## src/rtl/micro_seq_pkg.sv

```systemverilog
// Shared encodings for the micro-sequencer: sequencing ops, condition
// selects and the default dispatch tables.
package micro_seq_pkg;

    typedef enum logic [2:0] {
        SEQ_NEXT  = 3'd0,
        SEQ_JUMP  = 3'd1,
        SEQ_DISP1 = 3'd2,
        SEQ_DISP2 = 3'd3,
        SEQ_COND  = 3'd4,
        SEQ_CALL  = 3'd5,
        SEQ_RET   = 3'd6
    } seq_op_e;

    // cond_sel[1:0] picks a flag by its position in {N,Z,C,V}; cond_sel[2] inverts
    localparam logic [1:0] COND_N = 2'd0;
    localparam logic [1:0] COND_Z = 2'd1;
    localparam logic [1:0] COND_C = 2'd2;
    localparam logic [1:0] COND_V = 2'd3;
    localparam int unsigned COND_INV_BIT = 2;

    localparam int unsigned DISP_W = 8;

    // Indexed by {Op, Funct[5]}
    localparam logic [DISP_W-1:0] DISP1_TABLE [8] = '{
        8'd6, 8'd7, 8'd2, 8'd2, 8'd9, 8'd9, 8'd0, 8'd0
    };

    // Indexed by {Op, Funct[0]}
    localparam logic [DISP_W-1:0] DISP2_TABLE [8] = '{
        8'd4, 8'd3, 8'd4, 8'd3, 8'd4, 8'd3, 8'd4, 8'd3
    };

endpackage

```

## src/rtl/micro_ret_stack.sv

```systemverilog
// LIFO of return addresses; storage is not reset, only the pointer is.
module micro_ret_stack #(
    parameter int unsigned ADR_W       = 6,
    parameter int unsigned STACK_DEPTH = 4
) (
    input  logic             clk,
    input  logic             reset,
    input  logic             push,
    input  logic             pop,
    input  logic [ADR_W-1:0] push_data,
    output logic [ADR_W-1:0] top_c,
    output logic             full_c,
    output logic             empty_c
);

    localparam int unsigned PTR_W = $clog2(STACK_DEPTH + 1);
    localparam int unsigned IDX_W = (STACK_DEPTH > 1) ? $clog2(STACK_DEPTH) : 1;

    logic [PTR_W-1:0] ptr;
    logic [ADR_W-1:0] mem [STACK_DEPTH];

    assign full_c  = (ptr == PTR_W'(STACK_DEPTH));
    assign empty_c = (ptr == '0);
    assign top_c   = empty_c ? '0 : mem[IDX_W'(ptr - PTR_W'(1))];

    always_ff @(posedge clk or posedge reset) begin
        if (reset) begin
            ptr <= '0;
        end else if (push && !full_c) begin
            ptr <= ptr + PTR_W'(1);
        end else if (pop && !empty_c) begin
            ptr <= ptr - PTR_W'(1);
        end
    end

    always_ff @(posedge clk) begin
        if (push && !full_c) begin
            mem[IDX_W'(ptr)] <= push_data;
        end
    end

endmodule

```

## src/rtl/micro_sequencer.sv

```systemverilog
// Microcode address sequencer: next/jump/dispatch/conditional branch and
// call/return through a small return stack with sticky error flags.
module micro_sequencer
    import micro_seq_pkg::*;
#(
    parameter int unsigned ADR_W       = 6,
    parameter int unsigned STACK_DEPTH = 4
) (
    input  logic             clk,
    input  logic             reset,
    input  logic             stall,
    input  logic [2:0]       seq_op,
    input  logic [ADR_W-1:0] next_adr,
    input  logic [2:0]       cond_sel,
    input  logic [3:0]       flags,
    input  logic [1:0]       Op,
    input  logic [5:0]       Funct,
    output logic [ADR_W-1:0] adr,
    output logic             stack_ovf,
    output logic             stack_unf
);

    logic [ADR_W-1:0] adr_inc;
    logic [ADR_W-1:0] adr_next;
    logic [ADR_W-1:0] stack_top_c;
    logic             stack_full_c;
    logic             stack_empty_c;
    logic             push;
    logic             pop;
    logic             set_ovf;
    logic             set_unf;
    logic             cond_flag;
    logic             unused_funct;

    assign adr_inc      = adr + ADR_W'(1);
    assign unused_funct = ^Funct[4:1];

    always_comb begin
        cond_flag = flags[2];
        case (cond_sel[1:0])
            COND_N:  cond_flag = flags[3];
            COND_Z:  cond_flag = flags[2];
            COND_C:  cond_flag = flags[1];
            COND_V:  cond_flag = flags[0];
            default: cond_flag = flags[2];
        endcase
    end

    // Next-address selection and stack control; a stall suppresses stack motion
    always_comb begin
        adr_next = adr_inc;
        push     = 1'b0;
        pop      = 1'b0;
        set_ovf  = 1'b0;
        set_unf  = 1'b0;
        case (seq_op)
            SEQ_JUMP:  adr_next = next_adr;
            SEQ_DISP1: adr_next = ADR_W'(DISP1_TABLE[{Op, Funct[5]}]);
            SEQ_DISP2: adr_next = ADR_W'(DISP2_TABLE[{Op, Funct[0]}]);
            SEQ_COND: begin
                if (cond_flag ^ cond_sel[COND_INV_BIT]) begin
                    adr_next = next_adr;
                end
            end
            SEQ_CALL: begin
                adr_next = next_adr;
                push     = !stack_full_c;
                set_ovf  = stack_full_c;
            end
            SEQ_RET: begin
                adr_next = stack_empty_c ? '0 : stack_top_c;
                pop      = !stack_empty_c;
                set_unf  = stack_empty_c;
            end
            default:   adr_next = adr_inc;
        endcase
        if (stall) begin
            push = 1'b0;
            pop  = 1'b0;
        end
    end

    always_ff @(posedge clk or posedge reset) begin
        if (reset) begin
            adr       <= '0;
            stack_ovf <= 1'b0;
            stack_unf <= 1'b0;
        end else if (!stall) begin
            adr       <= adr_next;
            stack_ovf <= stack_ovf | set_ovf;
            stack_unf <= stack_unf | set_unf;
        end
    end

    micro_ret_stack #(
        .ADR_W       (ADR_W),
        .STACK_DEPTH (STACK_DEPTH)
    ) u_ret_stack (
        .clk       (clk),
        .reset     (reset),
        .push      (push),
        .pop       (pop),
        .push_data (adr_inc),
        .top_c     (stack_top_c),
        .full_c    (stack_full_c),
        .empty_c   (stack_empty_c)
    );

endmodule

```

## config.mk

```make
export PLATFORM = sky130hd
export DESIGN_NAME = micro_sequencer
export DESIGN_NICKNAME = d
export VERILOG_FILES = /design/src/rtl/micro_seq_pkg.sv /design/src/rtl/micro_ret_stack.sv /design/src/rtl/micro_sequencer.sv
export SDC_FILE = /design/constraint.sdc
export NUM_CORES = 1
export LEC_CHECK = 0
export BUFFER_PORTS_ARGS = -buffer_cell sky130_fd_sc_hd__buf_4
export CAP_MARGIN = 25
export CORE_ASPECT_RATIO = 0.6
export CORE_MARGIN = 5
export CORE_UTILIZATION = 38
export DETAILED_ROUTE_END_ITERATION = 10
export PLACE_DENSITY_LB_ADDON = 0.15
export REMOVE_ABC_BUFFERS = 1
export SYNTH_ARGS = -nofsm -noshare
export SYNTH_HDL_FRONTEND = slang
export SYNTH_HIERARCHICAL = 1
export SYNTH_SLANG_ARGS = --single-unit
```

## constraint.sdc

```tcl
create_clock -name clk -period 2.65 [get_ports clk]
set_input_delay 0 -clock clk [delete_from_list [all_inputs] [get_ports clk]]
set_output_delay 0 -clock clk [all_outputs]
set_load 0.01 [all_outputs]
```

# == Word-level counts from Yosys, hierarchy flattened ==
# Memories as Yosys holds them, arrays and structs flattened.
# Cells that the tools add are included.
# classes
addsub,3
magnitude_cmp,2
eq_ne,10
mux,18
n_bitwise,5
reduce_logical,8
# op_table
cell,n
6-bit 2-to-1 mux,6
6-bit one-hot mux with 5 select lines,1
3-bit == test (second input constant),4
4-bit greater-or-equal comparator (second input constant),2
1-bit 2-to-1 mux,8
3-bit NOT with 4-bit output,2
6-bit by 1-bit adder with 6-bit output (second input constant),1
3-bit by 2-bit == test with 1-bit output (second input constant),2
3-bit 2-to-1 mux,2
2-bit == test (second input constant),2
1-bit one-hot mux with 4 select lines,1
3-bit by 1-bit adder with 3-bit output (second input constant),1
3-bit by 1-bit == test with 1-bit output (second input constant),1
3-bit zero test,1
3-bit by 1-bit subtractor with 3-bit output (second input constant),1
2-bit by 1-bit == test with 1-bit output (second input constant),1
1-bit logical AND,2
1-bit zero test,2
2-bit zero test,1
1-bit OR,2
2-bit nonzero test,1
2-bit OR reduction,1
1-bit bitwise XOR,1
# totals
reg_bits,11
mem_bits_rw,24
rom_bits,128
inputBits,27
out_inout_bits,8
elab_cells,53
n_memories,3
# mem_list
memory,words,word_bits,rd,rd_ports_with_merged_regs,wr,line_no,source
(no name shown),8,8,1,0,0,micro_sequencer.sv:59,"SEQ_DISP2: adr_next = ADR_W'(DISP2_TABLE[{Op, Funct[0]}]);"
(no name shown),8,8,1,0,0,micro_sequencer.sv:58,"SEQ_DISP1: adr_next = ADR_W'(DISP1_TABLE[{Op, Funct[5]}]);"
u_ret_stack.mem,4,6,1,0,1,micro_ret_stack.sv:20,logic [ADR_W-1:0] mem [STACK_DEPTH];

# == Logic depth before layout (Yosys ltp) ==
# Gate-level depths: netlist (run 1).
# depth
word_depth,7
ltp_mapped,11
mapped_depth_nobuf,9

# == Cells and area by module ==
# The synthesis (run 1) kept the hierarchy.
# modules_own_cells
module,instances,cells_per_inst,area_each_um2,seq_area_each_um2
micro_ret_stack,1,70,1192.4,795.8
micro_sequencer,1,105,844.6,200.2

# == Worst setup path before layout (run 1) ==
# OpenSTA, ideal clock, no wires.
# synth_timing
path_kind,reg2reg
from,register u_ret_stack.ptr[0]
to,register u_ret_stack.ptr[1]
setup_time_ps,87
arrival_time_ps,2161
required_time_ps,2563
slack_ps,402
stages_incl_launch_ff,10
path_buffers,1
period_less_slack_ps,2248
path_cell_list,dfrtp_1 -> buf_6 -> inv_1 -> ha_1 -> ha_1 -> nor4bb_1 -> and2_1 -> nand2b_1 -> or3_1 -> o211ai_1
# synth_between
elab_chain_len,6
word_cells_on_any_way,15
cone_classes,add/sub (2); eq/ne (1); mux (6); reduce/logical (6)
# synth_rtl
item,line_no,source
start: declaration,micro_ret_stack.sv:19,logic [PTR_W-1:0] ptr;
start signal: assignment,micro_ret_stack.sv:30,ptr <= ptr + PTR_W'(1);
start signal: assignment,micro_ret_stack.sv:32,ptr <= ptr - PTR_W'(1);
3-bit zero test,micro_ret_stack.sv:23,assign empty_c = (ptr == '0);
via stack_empty_c,micro_sequencer.sv:27,logic stack_empty_c;
1-bit zero test,micro_sequencer.sv:72,pop = !stack_empty_c;
1-bit 2-to-1 mux,micro_sequencer.sv:56,case (seq_op)
1-bit 2-to-1 mux,micro_sequencer.sv:77,if (stall) begin
via pop,micro_sequencer.sv:29,logic pop;
1-bit logical AND,micro_ret_stack.sv:31,end else if (pop && !empty_c) begin
2-bit nonzero test (no source line),--,
# The timed path passes the listed nets, and every way through them passes these cells. The select of a mux whose other input is x is not followed.
# A chain may end at the register's enable or synchronous reset.

# == Worst setup path after layout (run 1) ==
# layout_timing
from,register u_ret_stack.ptr[1]
to,memory u_ret_stack.mem[1][4] (enable)
# layout_between
elab_chain_len,7
# layout_rtl
item,line_no,source
3-bit == test,micro_ret_stack.sv:22,assign full_c = (ptr == PTR_W'(STACK_DEPTH));
via stack_full_c,micro_sequencer.sv:26,logic stack_full_c;
1-bit zero test,micro_sequencer.sv:67,push = !stack_full_c;
1-bit 2-to-1 mux,micro_sequencer.sv:56,
1-bit 2-to-1 mux,micro_sequencer.sv:77,
via push,micro_sequencer.sv:28,logic push;
1-bit logical AND,micro_ret_stack.sv:37,if (push && !full_c) begin
1-bit 2-to-1 mux,micro_ret_stack.sv:37,
1-bit 2-to-1 mux (implied by the code),micro_ret_stack.sv:38,mem[IDX_W'(ptr)] <= push_data;
end: declaration,micro_ret_stack.sv:20,
# The timed path passes the listed nets, and every way through them passes these cells.

==> results.sh, run 1 <==
export IMPL_h_tree_depth=2
export IMPL_multi_input_area_um2=948
export IMPL_grt_total_usage_pct=15.3
export IMPL_syn_area_um2=2040
export IMPL_first_pass_iters=4
export IMPL_setup_viol=0
export IMPL_crit_type="flop to flop"
export IMPL_gp_congestion=0.944
export IMPL_io_pins=35
export IMPL_drv_cap=0
export IMPL_drc=0
export IMPL_vias=1555
export IMPL_worstMarginPinSlew_ns=0.566
export IMPL_start_kind="flop"
export IMPL_synthDistinctLibCells=47
export IMPL_initial_core_util_pct=39.7
export IMPL_drt_initial_drc_count=170
export IMPL_grt_pass1_vias=1606
export IMPL_dp_hpwl_mm=3.87
export IMPL_avgSynthCellArea_um2=11.6
export IMPL_diodes=0
export IMPL_crit_fanout=6
export IMPL_seqPwrFrac_pct=39.1
export IMPL_cell_internal_pwr_mw=1.28
export IMPL_async_flop_share_pct=31.4
export IMPL_status="completed"
export IMPL_combPwrFrac_pct=42.5
export IMPL_fin_skew_ns=0.00683
export IMPL_end_kind="flop"
export IMPL_worst_hold_path_type="input pin to flop"
export IMPL_grt_max_degree=17
export IMPL_cts_tree="yes"
export IMPL_report_final_slew_viol_count=0
export IMPL_p_switching_mw=0.664
export IMPL_dp_cells=266
export IMPL_synthTopCellsByCount="edfxtp_1, nand2_1, dfrtp_1, inv_1, nor2b_1"
export IMPL_ys_seq_area_share_pct=48.9
export IMPL_final_hold_violation_count=0
export IMPL_finalSetupTns_ns=0
export IMPL_core_area_um2=5130
export IMPL_power_density_nw_per_um2=803
export IMPL_die_height_um=66.7
export IMPL_via_per_inst=5.65
export IMPL_yosys_area_top_type_share_pct=35.4
export IMPL_yosysTopAreaCell="edfxtp_1"
export IMPL_dieArea_um2=6970
export IMPL_cts_buffers=5
export IMPL_final_nets=243
export IMPL_yosys_most_used_dff="edfxtp_1"
export IMPL_fmax_mhz=433
export IMPL_routedWlPerCell_um=18.0
export IMPL_hold_buffers=2
export IMPL_row_count=20
export IMPL_antenna_found_initial=0
export IMPL_post_route_period_util_pct=87.1
export IMPL_area_growth_pct=19.0
export IMPL_yosys_cell_count_top_type="edfxtp_1"
export IMPL_die_w_um=105
export IMPL_synth_edf_count=24
export IMPL_clock_sinks=35
export IMPL_rsz0062_at_grt="no"
export IMPL_register_area_um2=996
export IMPL_clock_latency_ns=0.28
export IMPL_finalWirelength_mm=4.95
export IMPL_layout_drive_gt1_share_pct=25.4
export IMPL_fin_cells=275
export IMPL_worst_ir_drop_vdd_mv=0.310
export IMPL_clkTransAtPathRegs_ns=0.07
export IMPL_post_cts_resized=0
export IMPL_slew_headroom_pct=61.8
export IMPL_overflow=0
export IMPL_ant_nets=0
export IMPL_switching_share_pct=34.1
export IMPL_numPortBuffers=30
export IMPL_synthCells=175
export IMPL_period_needed_ns=2.31
export IMPL_fill_cells=476
export IMPL_grt_pass1_wl_mm=8.21
export IMPL_cts_setup_buffers=0
export IMPL_cts_root_buf="clkbuf_8"
export IMPL_ys_warn_count=6
export IMPL_clock_path_buffers=2
export IMPL_p_clk_share_pct=18.4
export IMPL_p_leak_nw=0.945
export IMPL_ys_ff_latch=35
export IMPL_crit_arrival_ns=2.25
export IMPL_worstPathRequired_ns=2.59
export IMPL_synth_area_leaders="edfxtp_1, dfrtp_1, mux4_2"
-- metal layers --
metal | vias up | wire (um) | part of all wire (%) | global-route usage (%)
li1 | 722 | - | - | -
met1 | 763 | 2330 | 47 | 21.0
met2 | 64 | 2160 | 44 | 23.4
met3 | 6 | 424 | 8.6 | 5.61
met4 | 0 | 38 | 0.77 | 2.91
met5 | - | 0 | 0 | 0
-- cells by family (layout without fill, tap and decap cells) --
family | after synthesis | count (layout) | share of synthesized area, %
fa+ha+maj | 7 | 7 | 4.30
compound gates | 38 | 38 | 12.8
flops | 35 | 35 | 48.9
xor+xnor | 5 | 5 | 3.07
mux | 13 | 13 | 11.2
buf+inv | 21 | 55 | 4.55
simple gates | 56 | 56 | 15.2
-- power groups by stage --
stage,Combinational [mW],Sequential [mW],Clock (mW)
2_1_floorplan,0.513,0.794,0
3_3_place_gp,0.809,0.767,0
3_5_place_dp,0.829,0.770,0
4_1_cts,0.836,0.759,0.365
5_1_grt,0.919,0.769,0.393
6_report,0.828,0.760,0.358
-- registers in the layout, indices dropped and copies added (netlist names) --
signal,count
stack_unf,1
adr,6
u_ret_stack/ptr,3
stack_ovf,1
u_ret_stack/mem,24
-- critical path, cell delays in order, from the launching register on --
cell and delay, ns:
dfrtp_1 0.40, inv_1 0.10, ha_1 0.21, and2_1 0.18
nor4b_1 0.33, a21boi_1 0.34, and2_1 0.42
-- metrics by stage --
| step | total power, mW | hold slack, ns | worst slack (ns) | instance area (um^2) | util [%] |
|---|---|---|---|---|---|
| floorplan | 1.31 | -0.246 | 0.201 | 1990 | - |
| global route | 2.08 | 0.0780 | 0.0469 | 2420 | 47.2 |
| finish | 1.95 | 0.0378 | 0.341 | 2420 | 47.2 |
| CTS | 1.96 | 0.0392 | 0.316 | 2420 | 47.2 |
| global placement | 1.58 | -0.115 | 0.398 | 2330 | 45.4 |
| detailed placement | 1.60 | -0.105 | 0.349 | 2330 | 45.4 |
-- worst paths after layout --
| path | startpoint | to | slack (ns) | depth (start not counted) |
|---|---|---|---|---|
| min reg2reg | stack_unf | stack_unf | 0.48 | 1 |
| max | u_ret_stack/ptr[1] | u_ret_stack/mem[1][4] | 0.34 | 6 |
| min in group asynchronous | reset | u_ret_stack/ptr[1] | 0.16 | 3 |
| max reg2reg | u_ret_stack/ptr[1] | u_ret_stack/mem[1][4] | 0.34 | 6 |
| min | next_adr[1] | adr[1] | 0.04 | 3 |
| max in group asynchronous | reset | adr[3] | 2.08 | 3 |
-- placed cells by master (no fill, tap or decap), types with 2 or more instances in the layout --
cell / Yosys / routed
edfxtp_1: 24 / 24
nor2_1: 7 / 7
xnor2_1: 3 / 3
a41o_1: 2 / 2
and2_1: 7 / 7
o221ai_1: 2 / 2
nor2b_1: 8 / 8
mux4_2: 7 / 7
a31oi_1: 3 / 3
o211ai_1: 3 / 3
a21boi_1: 2 / 2
o21ai_0: 6 / 6
dfrtp_1: 11 / 11
a211oi_1: 2 / 2
nand3b_1: 2 / 2
o22ai_1: 5 / 5
ha_1: 7 / 7
a21oi_1: 6 / 6
or3_1: 2 / 2
nand2_1: 12 / 12
mux2_2: 3 / 3
inv_1: 11 / 11
clkbuf_8: 0 / 5
a221oi_1: 2 / 2
buf_4: 0 / 34
nand3_1: 6 / 6
nand2b_1: 4 / 4
nor4b_1: 2 / 2
clkbuf_1: 3 / 2
dlygate4sd3_1: 0 / 2
-- final cells by class --
| type | count | share of cell area [%] |
|---|---|---|
| flip-flops and latches | 35 | 41.1 |
| multi-input cells | 119 | 39.1 |
| repair buffers | 36 | 11.4 |
| well taps | 66 | 3.41 |
| clock buffers | 7 | 3.15 |
| inverters | 12 | 1.86 |
Note: power is estimated with default switching activity, not from simulation.
==> inputs of run 2 (changes only) <==
- CORE_UTILIZATION: 38 -> 56
==> run 2 against run 1 <==
  * Clock-buffer cell count shrank 2
  * Clock skew grew 0.0012 ns
  * Non-clock buffer count is the same
  * Critical path type unchanged
  * Largest power group unchanged
==> results.sh, run 2 (same netlist as run 1, synthesis figures left out) <==
export IMPL_status="completed"
export IMPL_cts_tree="yes"
export IMPL_layout_commonest_cell="buf_4"
export IMPL_h_tree_depth=2
export IMPL_cell_internal_pwr_mw=1.48
export IMPL_cp_slowest_cell="dfrtp_1"
export IMPL_gp_congestion=0.864
export IMPL_largest_register="u_ret_stack/mem"
export IMPL_vias=1586
export IMPL_final_hold_violation_count=0
export IMPL_routedWlPerCell_um=19.1
export IMPL_start_kind="flop"
export IMPL_cts_buffers=5
export IMPL_end_kind="flop"
export IMPL_clock_latency_ns=0.29
export IMPL_p_clk_share_pct=26.4
export IMPL_path_common_cell="and2_1"
export IMPL_first_pass_iters=4
export IMPL_die_height_um=56.7
export IMPL_fin_cells=257
export IMPL_largest_reg_flops=24
export IMPL_grt_pass1_wl_mm=8.06
export IMPL_hp_start="next_adr[1]"
export IMPL_numPortBuffers=30
export IMPL_final_cell_mix="buf_4, edfxtp_1, nand2_1"
export IMPL_clock_path_buffers=2
export IMPL_regToRegSetupSlack_ns=0.30
export IMPL_register_area_um2=996
export IMPL_switching_share_pct=32.0
export IMPL_via_per_inst=6.17
export IMPL_finalWirelength_mm=4.92
export IMPL_slew_headroom_pct=63.7
export IMPL_setup_viol=0
export IMPL_drt_initial_drc_count=159
export IMPL_antenna_found_initial=0
export IMPL_io_pins=35
export IMPL_row_count=17
export IMPL_post_cts_resized=0
export IMPL_dp_hpwl_mm=3.70
export IMPL_crit_arrival_ns=2.30
export IMPL_initial_core_util_pct=56.7
export IMPL_diodes=0
export IMPL_fill_cells=271
export IMPL_seqPwrFrac_pct=34.9
export IMPL_worstPathRequired_ns=2.60
export IMPL_finalPower_mw=2.17
export IMPL_worst_ir_drop_vdd_mv=0.634
export IMPL_combPwrFrac_pct=38.7
export IMPL_finalSetupTns_ns=0
export IMPL_final_nets=243
export IMPL_rsz0062_at_grt="no"
export IMPL_dp_cells=247
export IMPL_rr_startpoint="u_ret_stack/ptr[1]"
export IMPL_worstMarginPinSlew_ns=0.537
export IMPL_clock_sinks=35
export IMPL_crit_chain="inv_1 -> ha_1 -> and2_1 -> nor4b_1 -> a21boi_1 -> and2_1"
export IMPL_dieArea_um2=4980
export IMPL_cp_top_family="simple AND/OR/NAND/NOR gates"
export IMPL_fin_skew_ns=0.00804
export IMPL_reg2reg_to="u_ret_stack/mem[1][5]"
export IMPL_grt_max_degree=17
export IMPL_crit_buf_inv=1
export IMPL_ant_nets=0
export IMPL_layout_drive_gt1_share_pct=26.7
export IMPL_period_needed_ns=2.35
export IMPL_grt_total_usage_pct=21.8
export IMPL_cts_root_buf="clkbuf_8"
export IMPL_area_growth_pct=20.8
export IMPL_r2r_cells=6
export IMPL_drc=0
export IMPL_report_final_slew_viol_count=0
export IMPL_hold_depth=3
export IMPL_p_switching_mw=0.695
export IMPL_hold_path_end="adr[1]"
export IMPL_multi_input_area_um2=948
export IMPL_reg_largest_list="u_ret_stack/mem x24, adr x6, u_ret_stack/ptr x3"
export IMPL_core_area_um2=3590
export IMPL_startpoint="u_ret_stack/ptr[1]"
export IMPL_crit_fanout=6
export IMPL_crit_type="flop to flop"
export IMPL_whs_ns=0.0690
export IMPL_grt_pass1_vias=1627
export IMPL_worst_hold_path_type="input pin to flop"
export IMPL_die_w_um=87.9
export IMPL_fmax_mhz=425
export IMPL_p_leak_nw=0.971
export IMPL_post_route_period_util_pct=88.7
export IMPL_max_stage_delay_ns=0.42
export IMPL_drv_cap=0
export IMPL_clkTransAtPathRegs_ns=0.08
export IMPL_overflow=0
export IMPL_power_density_nw_per_um2=883
-- run 2: cell count changes in the layout (fill, tap and decap cells not counted) --
cell	change
clkbuf_1	-2
bufinv_16	+2
clkinvlp_4	+1
-- run 2: power by group through the flow --
| stage | clock network [mW] | registers, mW | logic, mW |
|---|---|---|---|
| after floorplan | 0 | 0.794 | 0.513 |
| after global placement | 0 | 0.760 | 0.803 |
| after detailed placement | 0 | 0.769 | 0.824 |
| after CTS | 0.579 | 0.759 | 0.841 |
| after global routing | 0.614 | 0.770 | 0.914 |
| final | 0.574 | 0.758 | 0.839 |
-- run 2: how the worst max path moves through the flow --
stage | endpoint | depth (start not counted)
4_1_cts | adr[5] | 8
5_1_grt | u_ret_stack/mem[0][1] | 6
6_report | u_ret_stack/mem[1][5] | 6
3_5_place_dp | u_ret_stack/mem[0][3] | 6
3_3_place_gp | u_ret_stack/mem[1][2] | 6
2_1_floorplan | u_ret_stack/mem[0][0] | 6
-- run 2: routing by layer --
metal / vias to the layer above / track usage [%] / share of wire, %
met5: - / 0 / 0
li1: 724 / - / -
met1: 781 / 30.7 / 43
met4: 0 / 6.78 / 1.4
met3: 8 / 5.72 / 8.8
met2: 73 / 32.8 / 47
-- run 2: cell type report --
| cell class | count | area share (%) |
|---|---|---|
| repair buffers | 36 | 11.2 |
| clock buffers | 5 | 2.80 |
| inverters | 12 | 1.83 |
| clock inverters | 3 | 2.75 |
| multi-input cells | 119 | 38.6 |
| well taps | 47 | 2.39 |
| flip-flops and latches | 35 | 40.5 |
-- run 2: per-stage QoR --
step / area, um^2 / utilization (%) / setup WS [ns]
floorplan: 1990 / - / 0.201
global placement: 2300 / 64.1 / 0.455
detailed placement: 2300 / 64.1 / 0.374
CTS: 2460 / 68.4 / 0.328
global route: 2460 / 68.4 / 0.132
finish: 2460 / 68.4 / 0.299
-- run 2: tightest hold or removal path: stages --
cell and delay (ns):
buf_4 0.09, a221oi_1 0.07, a31oi_1 0.14
-- run 2: repair_timing --
item | CTS | global route
hold buffers | 2 | 0
endpoints found under the hold margin | 12 | 0
setup buffers | 0 | 0
==> inputs of run 3 (changes only) <==
- CORE_MARGIN: 5 -> 4
- CORE_UTILIZATION: 56 -> 60
- clock period: 2.65 -> 2.76 ns (I/O delays scaled with it)
==> run 3 against run 2 <==
  * Worst setup slack gained 0.12 ns
  * Highest routed layer unchanged
  * Critical endpoint is now adr[0]
  * Core utilization grew 5.3 points
  * Largest cell class unchanged
  * Combinational power shrank 5.2%
==> results.sh, run 3 (same netlist as run 1, synthesis figures left out) <==
export IMPL_gp_congestion=0.968
export IMPL_final_hold_violation_count=0
export IMPL_p_leak_nw=0.942
export IMPL_r2r_cells=9
export IMPL_fin_area_um2=2410
export IMPL_switching_share_pct=35.7
export IMPL_clkTransAtPathRegs_ns=0.08
export IMPL_core_area_um2=3260
export IMPL_rsz0062_at_grt="no"
export IMPL_period_needed_ns=2.35
export IMPL_cp_top_family="adder cells"
export IMPL_via_per_inst=6.33
export IMPL_initial_core_util_pct=62.4
export IMPL_power_density_nw_per_um2=796
export IMPL_routedWlPerCell_um=19.7
export IMPL_grt_pass1_vias=1639
export IMPL_report_final_slew_viol_count=0
export IMPL_cp_slowest_cell="dfrtp_1"
export IMPL_drc=0
export IMPL_cts_root_buf="clkbuf_8"
export IMPL_final_cell_mix="buf_4, edfxtp_1, nand2_1"
export IMPL_post_route_period_util_pct=85.0
export IMPL_reg2reg_to="adr[0]"
export IMPL_finalSetupTns_ns=0
export IMPL_hold_path_end="adr[1]"
export IMPL_row_count=16
export IMPL_crit_chain="inv_1 -> ha_1 -> ha_1 -> nor4bb_1 -> buf_4 -> nand2_1 -> o211ai_1 -> a211oi_1 -> a211oi_1"
export IMPL_worstPathRequired_ns=2.96
export IMPL_post_cts_resized=0
export IMPL_end_kind="flop"
export IMPL_diodes=0
export IMPL_finalWirelength_mm=5.01
export IMPL_antenna_found_initial=0
export IMPL_grt_total_usage_pct=24.5
export IMPL_area_growth_pct=18.1
export IMPL_rr_startpoint="u_ret_stack/ptr[1]"
export IMPL_crit_arrival_ns=2.54
export IMPL_layout_commonest_cell="buf_4"
export IMPL_p_switching_mw=0.684
export IMPL_grt_pass1_wl_mm=8.10
export IMPL_cell_internal_pwr_mw=1.23
export IMPL_layout_drive_gt1_share_pct=26.3
export IMPL_dpl_cell_area_um2=2290
export IMPL_vias=1609
export IMPL_dp_hpwl_mm=3.73
export IMPL_cts_buffers=5
export IMPL_worst_ir_drop_vdd_mv=0.442
export IMPL_fin_skew_ns=0.00563
export IMPL_h_tree_depth=2
export IMPL_io_pins=35
export IMPL_die_height_um=53.1
export IMPL_clock_sinks=35
export IMPL_worstMarginPinSlew_ns=0.543
export IMPL_crit_type="flop to flop"
export IMPL_cts_tree="yes"
export IMPL_grt_max_degree=17
export IMPL_numPortBuffers=30
export IMPL_crit_buf_inv=2
export IMPL_reg_largest_list="u_ret_stack/mem x24, adr x6, u_ret_stack/ptr x3"
export IMPL_setup_viol=0
export IMPL_drt_initial_drc_count=180
export IMPL_fill_cells=222
export IMPL_hold_depth=3
export IMPL_status="completed"
export IMPL_combPwrFrac_pct=41.5
export IMPL_largest_reg_flops=24
export IMPL_p_clk_share_pct=20.4
export IMPL_clock_latency_ns=0.29
export IMPL_fmax_mhz=426
export IMPL_die_w_um=83.2
export IMPL_max_stage_delay_ns=0.41
export IMPL_hp_start="next_adr[1]"
export IMPL_crit_fanout=11
export IMPL_worst_hold_path_type="input pin to flop"
export IMPL_seqPwrFrac_pct=38.0
export IMPL_largest_register="u_ret_stack/mem"
export IMPL_clock_path_buffers=2
export IMPL_ant_nets=0
export IMPL_first_pass_iters=5
export IMPL_dieArea_um2=4420
export IMPL_start_kind="flop"
export IMPL_overflow=0
export IMPL_final_nets=242
export IMPL_slew_headroom_pct=63.3
export IMPL_cts_setup_buffers=0
export IMPL_drv_cap=0
export IMPL_regToRegSetupSlack_ns=0.41
==> run 3: cell types whose count changed in the layout (fill, tap and decap cells not counted) <==
cell / delta
buf_4: -1
bufinv_16: -2
inv_6: +1
clkinvlp_4: +1
==> run 3: tightest hold or removal path: stages <==
cell and delay (ns):
buf_4 0.10, a221oi_1 0.08, a31oi_1 0.15
==> run 3: worst max path at each step <==
stage | slack (ns) | to | from | depth (start not counted)
after detailed placement | 0.46 | u_ret_stack/mem[1][0] | u_ret_stack/ptr[1] | 6
final | 0.41 | adr[0] | u_ret_stack/ptr[1] | 9
after global placement | 0.55 | u_ret_stack/mem[0][1] | u_ret_stack/ptr[1] | 6
after floorplan | 0.31 | u_ret_stack/mem[0][0] | u_ret_stack/ptr[0] | 6
after global routing | 0.24 | adr[2] | u_ret_stack/ptr[1] | 9
after CTS | 0.42 | adr[0] | u_ret_stack/ptr[1] | 9
==> run 3: cell type report <==
class | count | area (um^2) | area share (%)
Timing Repair Buffer | 35 | 268 | 11.1
Sequential cell | 35 | 996 | 41.4
Tap cell | 45 | 56.3 | 2.34
Clock buffer | 5 | 68.8 | 2.86
Multi-Input combinational cell | 119 | 948 | 39.4
Clock inverter | 3 | 23.8 | 0.988
Inverter | 12 | 45.0 | 1.87
==> run 3: power groups by stage <==
stage          clock (mW)  sequential (mW)  combinational, mW
3_3_place_gp            0            0.731              0.751
2_1_floorplan           0            0.763              0.492
5_1_grt             0.415            0.737              0.869
4_1_cts             0.393            0.726              0.788
3_5_place_dp            0            0.738              0.778
6_report            0.392            0.728              0.795
==> run 3: routing by layer <==
metal  vias to the layer above  part of all wire [%]  global-route usage, %
met4                         0                   1.9                   5.43
met3                        19                   7.9                   5.75
met2                        90                    48                   42.0
li1                        720                     -                      -
met1                       780                    42                   31.9
met5                         -                     0                   3.90
==> run 3: timing repair <==
item,4_1_cts,5_1_grt
endpoints found under the setup margin,0,0
endpoints found under the hold margin,12,0
hold buffers,2,0
==> run 3: metrics by stage <==
| step | worst slack (ns) | power (mW) | instances | util, % | hold WS, ns |
|---|---|---|---|---|---|
| floorplan | 0.311 | 1.25 | 166 | - | -0.246 |
| global placement | 0.554 | 1.48 | 244 | 70.3 | -0.114 |
| detailed placement | 0.460 | 1.52 | 244 | 70.3 | -0.109 |
| CTS | 0.425 | 1.91 | 254 | 73.7 | 0.0805 |
| global route | 0.239 | 2.02 | 254 | 73.7 | 0.115 |
| finish | 0.414 | 1.92 | 254 | 73.7 | 0.0782 |
